===== src/rtl/qspi_sram_responder.sv =====
// QSPI SRAM emulator: decodes 0x38 quad-write / 0xEB quad-read on the pins and
// turns them into byte strobes on a simple synchronous memory port.
module qspi_sram_responder #(
  parameter int unsigned DUMMY_CYCLES = 6
) (
  input  logic        clk_i,
  input  logic        rst_ni,
  input  logic        sck,
  input  logic        cs_n,
  input  logic [3:0]  sio_in,
  output logic [3:0]  sio_out,
  output logic [3:0]  sio_oe,
  output logic [23:0] mem_adr_o,
  output logic        mem_we_o,
  output logic [7:0]  mem_dat_o,
  output logic        mem_re_o,
  input  logic [7:0]  mem_dat_i
);

  typedef enum logic [2:0] {
    S_IDLE,
    S_CMD,
    S_ADDR,
    S_DUMMY,
    S_RDATA,
    S_WDATA,
    S_IGNORE
  } state_e;

  localparam logic [7:0]  CMD_QREAD  = 8'hEB;
  localparam logic [7:0]  CMD_QWRITE = 8'h38;
  localparam int unsigned CNT_MAX    = (DUMMY_CYCLES > 8) ? DUMMY_CYCLES : 8;
  localparam int unsigned CNT_W      = $clog2(CNT_MAX + 1);

  state_e             state_q, state_d;
  logic               sck_q;
  logic               armed_q, armed_d;
  logic [CNT_W-1:0]   cnt_q, cnt_d;
  logic [7:0]         cmd_q, cmd_d;
  logic               is_rd_q, is_rd_d;
  logic [23:0]        addr_q, addr_d;
  logic [3:0]         wr_hi_q, wr_hi_d;
  logic               wr_half_q, wr_half_d;
  logic               rd_lo_q, rd_lo_d;
  logic [7:0]         prefetch_q, prefetch_d;
  logic [7:0]         tx_q, tx_d;
  logic               pend_q, pend_d;
  logic [3:0]         sio_out_q, sio_out_d;
  logic [3:0]         sio_oe_q, sio_oe_d;
  logic [23:0]        mem_adr_q, mem_adr_d;
  logic               mem_we_q, mem_we_d;
  logic [7:0]         mem_dat_q, mem_dat_d;
  logic               mem_re_q, mem_re_d;

  logic               rise, fall;
  logic [7:0]         cmd_shift;
  logic [23:0]        addr_shift;
  logic [23:0]        addr_inc;

  assign rise       = !sck_q && sck;
  assign fall       = sck_q && !sck;
  assign cmd_shift  = {cmd_q[6:0], sio_in[0]};
  assign addr_shift = {addr_q[19:0], sio_in};
  assign addr_inc   = addr_q + 24'd1;

  always_comb begin
    // NOTE: every _d starts from its _q (strobes from 0) so no branch can leave one unassigned and infer a latch.
    state_d    = state_q;
    armed_d    = armed_q | cs_n;
    cnt_d      = cnt_q;
    cmd_d      = cmd_q;
    is_rd_d    = is_rd_q;
    addr_d     = addr_q;
    wr_hi_d    = wr_hi_q;
    wr_half_d  = wr_half_q;
    rd_lo_d    = rd_lo_q;
    prefetch_d = prefetch_q;
    tx_d       = tx_q;
    pend_d     = mem_re_q;
    sio_out_d  = sio_out_q;
    sio_oe_d   = sio_oe_q;
    mem_adr_d  = mem_adr_q;
    mem_we_d   = 1'b0;
    mem_dat_d  = mem_dat_q;
    mem_re_d   = 1'b0;

    if (cs_n) begin
      // Deselect wins over any same-cycle sck edge: partial bytes and in-flight fetches are dropped.
      state_d   = S_IDLE;
      cnt_d     = '0;
      wr_half_d = 1'b0;
      rd_lo_d   = 1'b0;
      pend_d    = 1'b0;
      sio_oe_d  = 4'h0;
      sio_out_d = 4'h0;
    end else begin
      if (pend_q) prefetch_d = mem_dat_i;

      case (state_q)
        S_IDLE: begin
          if (armed_q) begin
            state_d = S_CMD;
            cnt_d   = '0;
          end
        end

        S_CMD: begin
          if (rise) begin
            cmd_d = cmd_shift;
            cnt_d = cnt_q + CNT_W'(1);
            if (cnt_q == CNT_W'(7)) begin
              cnt_d = '0;
              if (cmd_shift == CMD_QREAD) begin
                is_rd_d = 1'b1;
                state_d = S_ADDR;
              end else if (cmd_shift == CMD_QWRITE) begin
                is_rd_d = 1'b0;
                state_d = S_ADDR;
              end else begin
                state_d = S_IGNORE;
              end
            end
          end
        end

        S_ADDR: begin
          if (rise) begin
            addr_d = addr_shift;
            cnt_d  = cnt_q + CNT_W'(1);
            if (cnt_q == CNT_W'(5)) begin
              cnt_d = '0;
              if (is_rd_q) begin
                state_d   = S_DUMMY;
                mem_re_d  = 1'b1;
                mem_adr_d = addr_shift;
              end else begin
                state_d   = S_WDATA;
                wr_half_d = 1'b0;
              end
            end
          end
        end

        S_DUMMY: begin
          if (rise) begin
            cnt_d = cnt_q + CNT_W'(1);
            if (cnt_q == CNT_W'(DUMMY_CYCLES - 1)) begin
              cnt_d   = '0;
              rd_lo_d = 1'b0;
              state_d = S_RDATA;
            end
          end
        end

        S_RDATA: begin
          if (fall) begin
            if (!rd_lo_q) begin
              // High-nibble fall: ship the prefetched byte and fetch the next one.
              sio_oe_d  = 4'hF;
              sio_out_d = prefetch_q[7:4];
              tx_d      = prefetch_q;
              mem_re_d  = 1'b1;
              mem_adr_d = addr_inc;
              addr_d    = addr_inc;
              rd_lo_d   = 1'b1;
            end else begin
              sio_out_d = tx_q[3:0];
              rd_lo_d   = 1'b0;
            end
          end
        end

        S_WDATA: begin
          if (rise) begin
            if (!wr_half_q) begin
              wr_hi_d   = sio_in;
              wr_half_d = 1'b1;
            end else begin
              mem_we_d  = 1'b1;
              mem_dat_d = {wr_hi_q, sio_in};
              mem_adr_d = addr_q;
              addr_d    = addr_inc;
              wr_half_d = 1'b0;
            end
          end
        end

        S_IGNORE: begin
          sio_oe_d = 4'h0;
        end

        default: state_d = S_IDLE;
      endcase
    end
  end

  // NOTE: state registers take non-blocking assignments only, so every flop samples pre-edge values.
  always_ff @(posedge clk_i or negedge rst_ni) begin
    if (!rst_ni) begin
      state_q    <= S_IDLE;
      sck_q      <= 1'b0;
      armed_q    <= 1'b0;
      cnt_q      <= '0;
      cmd_q      <= 8'h00;
      is_rd_q    <= 1'b0;
      addr_q     <= 24'h0;
      wr_hi_q    <= 4'h0;
      wr_half_q  <= 1'b0;
      rd_lo_q    <= 1'b0;
      prefetch_q <= 8'h00;
      tx_q       <= 8'h00;
      pend_q     <= 1'b0;
      sio_out_q  <= 4'h0;
      sio_oe_q   <= 4'h0;
      mem_adr_q  <= 24'h0;
      mem_we_q   <= 1'b0;
      mem_dat_q  <= 8'h00;
      mem_re_q   <= 1'b0;
    end else begin
      state_q    <= state_d;
      sck_q      <= sck;
      armed_q    <= armed_d;
      cnt_q      <= cnt_d;
      cmd_q      <= cmd_d;
      is_rd_q    <= is_rd_d;
      addr_q     <= addr_d;
      wr_hi_q    <= wr_hi_d;
      wr_half_q  <= wr_half_d;
      rd_lo_q    <= rd_lo_d;
      prefetch_q <= prefetch_d;
      tx_q       <= tx_d;
      pend_q     <= pend_d;
      sio_out_q  <= sio_out_d;
      sio_oe_q   <= sio_oe_d;
      mem_adr_q  <= mem_adr_d;
      mem_we_q   <= mem_we_d;
      mem_dat_q  <= mem_dat_d;
      mem_re_q   <= mem_re_d;
    end
  end

  assign sio_out   = sio_out_q;
  assign sio_oe    = sio_oe_q;
  assign mem_adr_o = mem_adr_q;
  assign mem_we_o  = mem_we_q;
  assign mem_dat_o = mem_dat_q;
  assign mem_re_o  = mem_re_q;

endmodule

===== config.mk =====
export PLATFORM = sky130hd
export DESIGN_NAME = qspi_sram_responder
export DESIGN_NICKNAME = d
export VERILOG_FILES = /design/src/rtl/qspi_sram_responder.sv
export SDC_FILE = /design/constraint.sdc
export NUM_CORES = 1
export LEC_CHECK = 0
export BUFFER_PORTS_ARGS = -buffer_cell sky130_fd_sc_hd__clkbuf_2
export CORE_MARGIN = 10
export CORE_UTILIZATION = 64
export DETAILED_ROUTE_END_ITERATION = 7
export PLACE_DENSITY = 0.86
export SLEW_MARGIN = 15
export SYNTH_ARGS = -nofsm -noshare
export SYNTH_HDL_FRONTEND = slang
export SYNTH_SLANG_ARGS = --single-unit
export TNS_END_PERCENT = 50

===== constraint.sdc =====
create_clock -name clk_i -period 3.5 [get_ports clk_i]
set_clock_uncertainty 0.2 [all_clocks]
set_input_delay 0.7 -clock clk_i [delete_from_list [all_inputs] [get_ports clk_i]]
set_output_delay 0.7 -clock clk_i [all_outputs]
set_load 0.01 [all_outputs]

# Yosys cells after proc, flatten, opt, wreduce, memory -nomap -nowiden
# Cells that the tools add are included.
[op_classes]
n_addsub = 2
eq_ne = 30
mux = 65
bitwise_logic = 4
n_reduce_logical = 29
[ops]
columns = ["cell", "n"]
rows = [
  ["24-bit two-way mux", 10],
  ["24-bit one-hot mux with 3 select lines", 2],
  ["4-bit two-way mux", 13],
  ["3-bit two-way mux", 11],
  ["3-bit != test, second input constant", 11],
  ["24-bit by 1-bit adder with 24-bit output, second input constant", 1],
  ["1-bit two-way mux", 23],
  ["4-bit AND reduction", 5],
  ["3-bit one-hot mux with 5 select lines", 1],
  ["2-bit != test, second input constant", 7],
  ["4-bit one-hot mux with 3 select lines", 1],
  ["3-bit nonzero test", 4],
  ["5-bit AND reduction", 2],
  ["3-bit == test, second input constant", 3],
  ["9-bit AND reduction", 1],
  ["4-bit by 3-bit == test with 1-bit output, second input constant", 2],
  ["8-bit by 6-bit == test with 1-bit output, second input constant", 1],
  ["8-bit == test, second input constant", 1],
  ["4-bit one-hot mux with 2 select lines", 1],
  ["8-bit AND reduction", 1],
  ["7-bit AND reduction", 1],
  ["3-bit by 2-bit == test with 1-bit output, second input constant", 2],
  ["1-bit one-hot mux with 2 select lines", 3],
  ["3-bit AND reduction", 2],
  ["14 further kinds", 21],
]
[totals]
register_bits = 102
input_bits = 16
output_inout_bits = 42

# Depth between registers and ports, before layout
# Gate-level depths: netlist (run 1).
[logic_depth]
depth_word = 7
ltp_mapped = 9
mapped_depth_nobuf = 7

# Worst setup path after synthesis (run 1)
# No wires, ideal clock.
[synth_path]
path_kind = "input -> register"
from = "input port sck"
to = "register mem_adr_q[19], in the netlist mem_adr_o[19]"
arrival_time_ns = 2.350
required_time_ns = 3.175
path_slack_ns = 0.826
path_stages = 7
n_path_buf = 2
cell_sequence = "or3b_1 -> a2111oi_4 -> or2_2 -> buf_4 -> and2_1 -> buf_2 -> mux2_2"
[synth_via]
elab_chain_cells = 4
word_cells_on_any_way = 7
[synth_lines]
columns = ["element", "line_no", "rtl"]
rows = [
  ["from (decl)", "8", "input logic sck,"],
  ["1-bit logical NOT", "61", "assign fall = sck_q && !sck;"],
  ["1-bit logical AND", "61", ""],
  ["2-bit != test (no source line)", "-", ""],
  ["9-bit AND reduction (no source line) *", "-", ""],
  ["to (signal assigned)", "235", "mem_adr_q <= mem_adr_d;"],
  ["to (decl)", "50", "logic [23:0] mem_adr_q, mem_adr_d;"],
]
# Mark *: on every way between the ends. The rest lies on a longest branch, timed or not.
# A chain may end at the register's enable or synchronous reset.

# Worst setup path in the final report (run 1)
[layout_path]
from = "register state_q[2]"
to = "register mem_adr_q[17], in the netlist mem_adr_o[17]"
[layout_via]
elab_chain_cells = 3
word_cells_on_any_way = 13
[layout_lines]
columns = ["element", "line_no", "rtl"]
rows = [
  ["from (decl)", "35", "state_e state_q, state_d;"],
  ["from (signal assigned)", "220", "state_q <= state_d;"],
  ["3-bit by 2-bit == test with 1-bit output / 3-bit == test (equally long branches)", "99", "case (state_q)"],
  ["2-bit != test (no source line) / 3-bit nonzero test (equally long branches)", "-", ""],
  ["9-bit AND reduction (no source line)", "-", ""],
]
# Several ways; a longest one is shown, not always the timed one.

==> results of run 1 <==
[cell usage after synthesis, types with 10 or more instances]
| library cell | number | area share |
|---|---|---|
| mux2_2 | 34 | 0.069 |
| buf_2 | 11 | 0.0099 |
| nand2_1 | 45 | 0.030 |
| o31ai_1 | 10 | 0.014 |
| clkbuf_1 | 22 | 0.015 |
| o21ai_0 | 32 | 0.029 |
| nor2_1 | 52 | 0.035 |
| dfrtp_1 | 99 | 0.45 |
| a21oi_1 | 38 | 0.034 |
| nor3_1 | 15 | 0.014 |
| nand3_1 | 17 | 0.015 |
| nand4_1 | 14 | 0.016 |
[cell type report]
| type | instances | area (um^2) |
|---|---|---|
| Sequential cell | 99 | 2480 |
| Clock inverter | 6 | 56.3 |
| Tap cell | 105 | 131 |
| Multi-Input combinational cell | 421 | 2740 |
| Clock buffer | 9 | 124 |
| Timing Repair Buffer | 66 | 380 |
| Inverter | 9 | 33.8 |
| Fill cell | 609 | 2400 |
[through the flow]
| step | cell area (um^2) | power, mW |
|---|---|---|
| detailed placement | 5760 | 3.67 |
| global route | 5940 | 4.69 |
| floorplan | 5550 | 3.28 |
| CTS | 5940 | 4.37 |
| finish | 5940 | 4.38 |
| global placement | 5760 | 3.57 |
[worst paths after layout]
check	cells after the start	from	slack (ps)	end
max reg2reg	5	state_q[2]$_DFFE_PN0P_	500	mem_adr_o[17]$_DFFE_PN0P_
min in group clk_i	1	sck	280	sck_q$_DFF_PN0_
min reg2reg	2	mem_adr_o[9]$_DFFE_PN0P_	280	mem_adr_o[9]$_DFFE_PN0P_
max in group asynchronous	2	rst_ni	2280	addr_q[21]$_DFFE_PN0P_
max	5	state_q[2]$_DFFE_PN0P_	500	mem_adr_o[17]$_DFFE_PN0P_
min	1	rst_ni	140	mem_adr_o[6]$_DFFE_PN0P_
[layer usage]
layer	up-vias	share of wire	routed length, um
li1	2176	-	-
met1	2250	0.41	5380
met2	185	0.51	6590
met3	25	0.064	830
met4	0	0.016	209
met5	-	0	0
[logic make-up after synthesis]
family | count (synthesis)
and+or+nand+nor | 204
AOI/OAI and AO/OA | 159
DFF | 99
buffers and inverters | 60
muxes | 43
xor gates and xnor gates | 11
adders and majority gates | 4
[state kept, by name (all words and copies together), names as in the netlist]
name,cells
addr_q,24
armed_q,1
cmd_q,7
cnt_q,4
is_rd_q,1
mem_adr_o,24
mem_dat_o,8
mem_re_o,1
mem_we_o,1
pend_q,1
prefetch_q,8
rd_lo_q,1
sck_q,1
sio_oe,1
sio_out,4
state_q,3
tx_q,4
wr_half_q,1
wr_hi_q,4
[power by group]
part,switching [mW],leakage (nW),internal [mW],total (mW)
Combinational,0.949,1.24,0.732,1.68
Clock,0.438,0.0901,0.271,0.709
Sequential,0.506,1.30,1.48,1.99
==> results by group, run 1 <==
Hold path
  – Hold Path Class: input pin to asynchronous set/reset pin

Status
  – Outcome: finished clean

STA
  – Hold slack: 144 ps
  – Final hold viol count: 0
  – Pins Over Slew Limit: 0
  – Min Tclk post-route: 3000 ps
  – Fmax: 333 MHz
  – Setup TNS: 0 ps
  – Period utilization: 0.858
  – Max-Slew Margin vs Limit: 0.358
  – PnR worst setup slack: 496 ps
  – Slew of the pin with the lowest slew margin: 963 ps
  – RSZ-0062 raised after global routing: no
  – Endpoints failing setup: 0

Layout
  – Share of cells above drive strength 1: 0.211
  – Fin cells: 715
  – Final nets: 626
  – Commonest non-fill, non-tap cell in the layout: dfrtp_1
  – Synth-to-layout area growth: 7.08%
  – Number of diodes: 0
  – Fin util: 0.713
  – Commonest cells after routing, fill and taps aside: dfrtp_1 (99), clkbuf_2 (56), nor2_1 (52)

Clock network
  – Number of CTS-inserted buffers: 9
  – CTS tree: built
  – PostCTS Resize Cnt: 0
  – Reg clk slew, reported paths: 100 ps
  – Post-CTS setup buffer count: 0
  – # H-tree levels: 3
  – Clk_lat worst skew: 380 ps
  – Hold_buf cts: 0
  – Root buffer cell: clkbuf_8
  – Buffer depth of the longest clock path: 2
  – # clock sinks: 99

Power
  – LEAKAGE: 2.63 nW
  – Power per Cell Area: 737 nW/um^2
  – Maximum vdd drop: 474 uV

Route
  – TritonRoute pass-1 iters: 5
  – Antenna viol nets, final: 0
  – Number of DRC markers in iteration 0: 360
  – Final WL: 13.0 mm
  – Vias post-DR: 4636
  – # DRC: 0
  – Per-cell routed wire length: 18.2 um
  – Avg Vias per Cell: 6.48

Flow run
  – Max cap viols: 0

Logic synthesis
  – Combinational family with the most area after synthesis: compound AO/OA/AOI/OAI gates
  – Commonest register cell after synthesis: dfrtp_1
  – Post-synth EDFFs: 0
  – Synthesized area per cell: 9.57 um^2
  – Synth Area in Adders: 0.00902
  – Post-synthesis xor/xnor area fraction: 0.0174
  – Sequential fraction of the synthesis area: 0.446
  – Post-synthesis register bit count: 99
  – Synth Cell Area: 5550 um^2
  – Library cells used by synthesis: 68
  – Mapped Nets: 600
  – Area fraction in compound gates after synthesis: 0.191
  – Synthesized-area fraction occupied by and/or/nand/nor cells: 0.189
  – Synth async-reset ratio: 1.00
  – Synth Instances: 580
  – Yosys warnings: 0
  – Mux cell area share after synthesis: 0.0852

Setup path
  – Critical path startpoint category: flop
  – Critical Path RT: 3560 ps
  – Crit Path Max Fanout: 32
  – Worst path top cell family by delay: compound AO/OA/AOI/OAI gates
  – Element type at the critical path end: flop
  – CP Class: flop to flop
  – Critical-path cell list: or2b_4 > a2111oi_4 > o21ai_2 > buf_4 > o311ai_0
  – CP max stage delay: 770 ps
  – CP arrival: 3060 ps
  – Crit-path slowest cell: dfrtp_1
  – Buf/Inv on CP: 1

Place
  – Inst Count DP: 700
  – RePlAce Congestion: 0.899
  – Pre-CTS setup slack: 548 ps
  – Detailed placer's ending HPWL: 8.85 mm
  – IO buf count: 57

GRT
  – Largest net degree at the start of global routing: 59
  – Antenna violations before repair: 0
  – Met2 Use GR: 0.344
  – First-pass GRT wire length: 22.1 mm
  – Grt met3 use: 0.0449
  – GRT busiest layer: met2
  – Tot GR Track Use: 0.203
  – Met1 global-route usage: 0.255
  – Total grt overflow: 0
  – Vias in the first global route: 4492

Die
  – Die height: 113 um
  – Std-Cell Rows: 33
  – Die area: 12800 um^2
  – Starting Density: 0.665
  – Die X-Extent: 113 um
  – Ports: 58
  – Core area: 8340 um^2
Power figures use the tool's default switching activity.
==> run 2, diff against run 1 <==
Settings changed: CORE_UTILIZATION 64 to 59, PLACE_DENSITY 0.86 to 0.87.
Clock period 3.5 ns to 3.3 ns, I/O delays scaled along.
==> run 2 against run 1 <==
Combinational power grew 8%. Setup slack lost 22 ps. Largest power group unchanged. Via count grew 0.97%.
==> results by group, run 2 (synthesis results as in run 1) <==
Clock network
  – PostCTS Resize Cnt: 0 (unchanged)
  – Buffer depth of the longest clock path: 2 (unchanged)
  – Reg clk slew, reported paths: 110 ps (was 100 ps)
  – Number of CTS-inserted buffers: 9 (unchanged)
  – # clock sinks: 99 (unchanged)
  – CTS tree: built (unchanged)
  – Hold_buf cts: 0 (unchanged)
  – Root buffer cell: clkbuf_8 (unchanged)
  – Post-CTS setup buffer count: 0 (unchanged)
  – # H-tree levels: 3 (unchanged)
  – Clk_lat worst skew: 360 ps (was 380 ps)

Route
  – Wire length on met2: 6.77 mm (was 6.59 mm)
  – # DRC: 0 (unchanged)
  – Post-Route M1 WL: 5.39 mm (was 5.38 mm)
  – Per-cell routed wire length: 18.0 um (was 18.2 um)
  – TritonRoute pass-1 iters: 6 (was 5)
  – Vias post-DR: 4681 (was 4636)
  – DR top layer: met4 (unchanged)
  – Avg Vias per Cell: 6.44 (was 6.48)
  – Final WL: 13.1 mm (was 13.0 mm)
  – Antenna viol nets, final: 0 (unchanged)
  – Number of DRC markers in iteration 0: 311 (was 360)
  – Met3 wire length: 791 um (was 830 um)

Power
  – Maximum vdd drop: 489 uV (was 474 uV)
  – Power per Cell Area: 790 nW/um^2 (was 737 nW/um^2)
  – LEAKAGE: 2.67 nW (was 2.63 nW)
  – Power after layout: 4.74 mW (was 4.38 mW)

Place
  – Placed Area: 5800 um^2 (was 5760 um^2)
  – IO buf count: 57 (unchanged)
  – Inst Count DP: 711 (was 700)
  – RePlAce Congestion: 0.919 (was 0.899)
  – Pre-CTS setup slack: 298 ps (was 548 ps)
  – Detailed placer's ending HPWL: 9.05 mm (was 8.85 mm)

GRT
  – Tot GR Track Use: 0.200 (was 0.203)
  – Total grt overflow: 0 (unchanged)
  – Largest net degree at the start of global routing: 62 (was 59)
  – Vias in the first global route: 4608 (was 4492)
  – First-pass GRT wire length: 22.3 mm (was 22.1 mm)
  – Antenna violations before repair: 0 (unchanged)

Layout
  – Fin util: 0.653 (was 0.713)
  – Share of cells above drive strength 1: 0.219 (was 0.211)
  – Fin cells: 727 (was 715)
  – Commonest cells after routing, fill and taps aside: dfrtp_1 (99), clkbuf_2 (56), nor2_1 (52) (unchanged)
  – Final nets: 631 (was 626)
  – Number of diodes: 0 (unchanged)
  – Reg area: 2480 um^2 (unchanged)
  – Fill cell count: 730 (was 609)
  – Commonest non-fill, non-tap cell in the layout: dfrtp_1 (unchanged)
  – Design Area, Final: 6000 um^2 (was 5940 um^2)
  – Area of the multi-input gates: 2740 um^2 (unchanged)
  – Synth-to-layout area growth: 8.18% (was 7.08%)

Flow run
  – Max cap viols: 0 (unchanged)

STA
  – Slew of the pin with the lowest slew margin: 927 ps (was 963 ps)
  – Setup TNS: 0 ps (unchanged)
  – Final hold viol count: 0 (unchanged)
  – Hold slack: 69.4 ps (was 144 ps)
  – Fmax: 354 MHz (was 333 MHz)
  – Max-Slew Margin vs Limit: 0.382 (was 0.358)
  – Min Tclk post-route: 2830 ps (was 3000 ps)
  – Pins Over Slew Limit: 0 (unchanged)
  – Period utilization: 0.857 (was 0.858)
  – Endpoints failing setup: 0 (unchanged)
  – PnR worst setup slack: 474 ps (was 496 ps)
  – RSZ-0062 raised after global routing: no (unchanged)

Setup path
  – CP Launch Point: state_q[1]$_DFFE_PN0P_ (was state_q[2]$_DFFE_PN0P_)
  – Element type at the critical path end: flop (unchanged)
  – CP arrival: 2880 ps (was 3060 ps)
  – CP Class: flop to flop (unchanged)
  – Buf/Inv on CP: 1 (unchanged)
  – Critical path startpoint category: flop (unchanged)
  – Crit Path Max Fanout: 32 (unchanged)
  – Critical Path RT: 3350 ps (was 3560 ps)
  – Worst path top cell family by delay: compound AO/OA/AOI/OAI gates (unchanged)
  – Crit-path slowest cell: o21ai_2 (was dfrtp_1)
  – Critical-path cell list: or2b_4 > a2111oi_4 > o21ai_2 > buf_4 > a211oi_1 > a21o_1 (was or2b_4 > a2111oi_4 > o21ai_2 > buf_4 > o311ai_0)
  – CP max stage delay: 740 ps (was 770 ps)
  – Worst R2R Start: state_q[1]$_DFFE_PN0P_ (was state_q[2]$_DFFE_PN0P_)

Die
  – Die X-Extent: 117 um (was 113 um)
  – Ports: 58 (unchanged)
  – Std-Cell Rows: 35 (was 33)
  – Die height: 117 um (was 113 um)
  – Die area: 13700 um^2 (was 12800 um^2)
  – Core area: 9200 um^2 (was 8340 um^2)
  – Starting Density: 0.604 (was 0.665)

Hold path
  – Hold Path Class: input pin to asynchronous set/reset pin (unchanged)

Status
  – Outcome: finished clean (unchanged)
[run 2: changes by cell type in the layout (fill, tap and decap cells not counted), sizes merged]
| cell | delta |
|---|---|
| buf | +5 |
| inv | -2 |
| bufinv | +1 |
| clkbuf | +1 |
| clkinvlp | +1 |
[run 2: power by group]
part / switching [mW] / internal, mW
sequential: 0.525 / 1.57
clock: 0.442 / 0.378
combinational: 1.04 / 0.786
[run 2: cell type report]
cell class,instances,share of cell area
Multi-Input combinational cell,421,0.456
Sequential cell,99,0.413
Timing Repair Buffer,71,0.0675
Tap cell,111,0.0231
Clock buffer,10,0.0229
Clock inverter,6,0.0119
Inverter,9,0.00563
[run 2: worst reg2reg max path, cell delays in order, from the launching register on]
cell       delay (ps)
dfrtp_1           620
or2b_4            450
a2111oi_4         120
o21ai_2           740
buf_4             350
a211oi_1           90
a21o_1            160
[run 2: routing by layer]
| metal | GRT usage | vias up |
|---|---|---|
| met5 | 0 | - |
| li1 | - | 2197 |
| met4 | 0.0659 | 0 |
| met2 | 0.347 | 175 |
| met3 | 0.0285 | 15 |
| met1 | 0.249 | 2294 |
[run 2: worst paths after layout]
kind,end,slack [ps],cells past startpoint
min,mem_adr_o[5]$_DFFE_PN0P_,70,1
min reg2reg,mem_adr_o[13]$_DFFE_PN0P_,280,2
max in group asynchronous,cnt_q[0]$_DFFE_PN0P_,2110,2
max reg2reg,mem_adr_o[11]$_DFFE_PN0P_,470,6
min in group clk_i,sck_q$_DFF_PN0_,270,1
max,mem_adr_o[11]$_DFFE_PN0P_,470,6
==> run 3, diff against run 2 <==
Settings changed: BUFFER_PORTS_ARGS -buffer_cell sky130_fd_sc_hd__clkbuf_2 to -buffer_cell sky130_fd_sc_hd__buf_2, HOLD_SLACK_MARGIN set to 0.12.
Clock period 3.3 ns to 3.1 ns, I/O delays scaled along.
==> run 3 against run 2 <==
Utilization rose by 0.23 points. Wire length rose by 3.9%. Clock power fell by 5.7%. Sequential power rose by 5%. Flip-flop and latch count did not move. Cell count rose by 0.69%. Combinational power rose by 9.9%. Largest power group unchanged. Highest routed layer unchanged.
==> results by group, run 3 (synthesis results as in run 1) <==
STA
  – Period utilization: 0.857 (about the same)
  – Endpoints failing setup: 0 (unchanged)
  – Hold slack: 209 ps (was 69.4 ps)
  – Min Tclk post-route: 2660 ps (was 2830 ps)
  – Final hold viol count: 0 (unchanged)
  – Setup TNS: 0 ps (unchanged)
  – RSZ-0062 raised after global routing: no (unchanged)
  – Fmax: 376 MHz (was 354 MHz)
  – Slew of the pin with the lowest slew margin: 943 ps (was 927 ps)
  – Max-Slew Margin vs Limit: 0.371 (was 0.382)
  – Pins Over Slew Limit: 0 (unchanged)

Die
  – Starting Density: 0.604 (unchanged)
  – Std-Cell Rows: 35 (unchanged)
  – Die area: 13700 um^2 (unchanged)
  – Die height: 117 um (unchanged)
  – Die X-Extent: 117 um (unchanged)
  – Core area: 9200 um^2 (unchanged)
  – Ports: 58 (unchanged)

GRT
  – Antenna violations before repair: 0 (unchanged)
  – First-pass GRT wire length: 23.0 mm (was 22.3 mm)
  – Vias in the first global route: 4613 (was 4608)
  – GRT busiest layer: met2 (unchanged)
  – Met1 global-route usage: 0.255 (was 0.249)
  – Total grt overflow: 0 (unchanged)
  – Met2 Use GR: 0.363 (was 0.347)
  – Tot GR Track Use: 0.207 (was 0.200)
  – Largest net degree at the start of global routing: 48 (was 62)
  – Grt met3 use: 0.0331 (was 0.0285)

Setup path
  – Critical path startpoint category: flop (unchanged)
  – R2R setup slack: 440 ps (was 470 ps)
  – Crit Path Max Fanout: 32 (unchanged)
  – Worst r2r path cells: 6 (unchanged)
  – Worst r2r dst: mem_adr_o[11]$_DFFE_PN0P_ (unchanged)
  – Worst R2R Start: state_q[2]$_DFFE_PN0P_ (was state_q[1]$_DFFE_PN0P_)
  – Element type at the critical path end: flop (unchanged)
  – CP Class: flop to flop (unchanged)
  – Critical Path RT: 3210 ps (was 3350 ps)
  – CP arrival: 2770 ps (was 2880 ps)

Route
  – Avg Vias per Cell: 6.51 (was 6.44)
  – Number of DRC markers in iteration 0: 403 (was 311)
  – Per-cell routed wire length: 18.6 um (was 18.0 um)
  – TritonRoute pass-1 iters: 7 (was 6)
  – # DRC: 0 (unchanged)
  – Antenna viol nets, final: 0 (unchanged)
  – Final WL: 13.6 mm (was 13.1 mm)
  – Vias post-DR: 4766 (was 4681)

Place
  – IO buf count: 57 (unchanged)
  – Detailed placer's ending HPWL: 9.30 mm (was 9.05 mm)
  – RePlAce Congestion: 0.902 (was 0.919)

Power
  – Power per Cell Area: 827 nW/um^2 (was 790 nW/um^2)
  – Maximum vdd drop: 344 uV (was 489 uV)
  – LEAKAGE: 2.70 nW (was 2.67 nW)

Layout
  – Fill cell count: 739 (was 730)
  – Final nets: 636 (was 631)
  – Share of cells above drive strength 1: 0.222 (was 0.219)
  – Fin util: 0.655 (was 0.653)
  – Commonest cells after routing, fill and taps aside: dfrtp_1 (99), buf_2 (56), nor2_1 (52) (was dfrtp_1 (99), clkbuf_2 (56), nor2_1 (52))
  – Commonest non-fill, non-tap cell in the layout: dfrtp_1 (unchanged)
  – Synth-to-layout area growth: 8.57% (was 8.18%)
  – Number of diodes: 0 (unchanged)

Clock network
  – Post-CTS setup buffer count: 0 (unchanged)
  – # clock sinks: 99 (unchanged)
  – Number of CTS-inserted buffers: 9 (unchanged)
  – CTS tree: built (unchanged)
  – # H-tree levels: 3 (unchanged)
  – Reg clk slew, reported paths: 90 ps (was 110 ps)
  – Root buffer cell: clkbuf_8 (unchanged)
  – Clk_lat worst skew: 380 ps (was 360 ps)
  – Buffer depth of the longest clock path: 2 (unchanged)

Hold path
  – Hold Crit Start: sck
  – Hold path depth: 1
  – Hold Path Class: input pin to flop (was input pin to asynchronous set/reset pin)
  – Hold path endpoint: sck_q$_DFF_PN0_

Flow run
  – Max cap viols: 0 (unchanged)

Status
  – Outcome: finished clean (unchanged)
## run 3: how the worst max path moves through the flow
stage                                 startpoint                         to  slack (ps)  cells past startpoint
final                     state_q[2]$_DFFE_PN0P_  mem_adr_o[11]$_DFFE_PN0P_         440                      6
after global placement                       sck  mem_adr_o[12]$_DFFE_PN0P_         320                      7
after floorplan                              sck  mem_adr_o[19]$_DFFE_PN0P_         510                      7
after detailed placement                     sck  mem_adr_o[12]$_DFFE_PN0P_         210                      7
after CTS                 state_q[2]$_DFFE_PN0P_  mem_adr_o[12]$_DFFE_PN0P_         450                      6
after global routing       addr_q[0]$_DFFE_PN0P_  mem_adr_o[18]$_DFFE_PN0P_         190                      6
## run 3: critical path, stage by stage (launching register included)
cell and delay [ps]:
dfrtp_1 530, or2b_4 460, a2111oi_4 450, o21ai_2 360
buf_12 270, a211oi_1 210, a21o_1 110
## run 3: layout make-up
type                    instances  area [um^2]  area share
well taps                     111          139      0.0230
repair buffers                 76          458      0.0760
clock buffers                  11          141      0.0235
clock inverters                 5         36.3     0.00602
inverters                       9         33.8     0.00561
multi-input cells             421         2740       0.455
flip-flops and latches         99         2480       0.411
## run 3: repair_timing
item / 4_1_cts / 5_1_grt
hold endpoints to repair: 44 / 0
resized for setup: 0 / 0
hold buffers: 1 / 0
## run 3: layer usage
metal,part of all wire,vias to the layer above
met4,0.018,0
met3,0.067,27
li1,-,2202
met2,0.52,205
met5,0,-
met1,0.40,2332
## run 3: through the flow
stage	setup WS, ps	area [um^2]	power [mW]	std cells
after global placement	322	5840	4.08	715
after floorplan	506	5550	3.70	580
after global routing	188	6030	5.35	732
after detailed placement	214	5840	4.19	715
after CTS	447	6030	4.97	732
final	442	6030	4.99	732
## run 3: where the power goes
group          total [mW]  internal, mW  switching [mW]
registers            2.21          1.68           0.535
clock network       0.773         0.316           0.457
logic                2.00         0.860            1.14
total                4.99          2.85            2.13
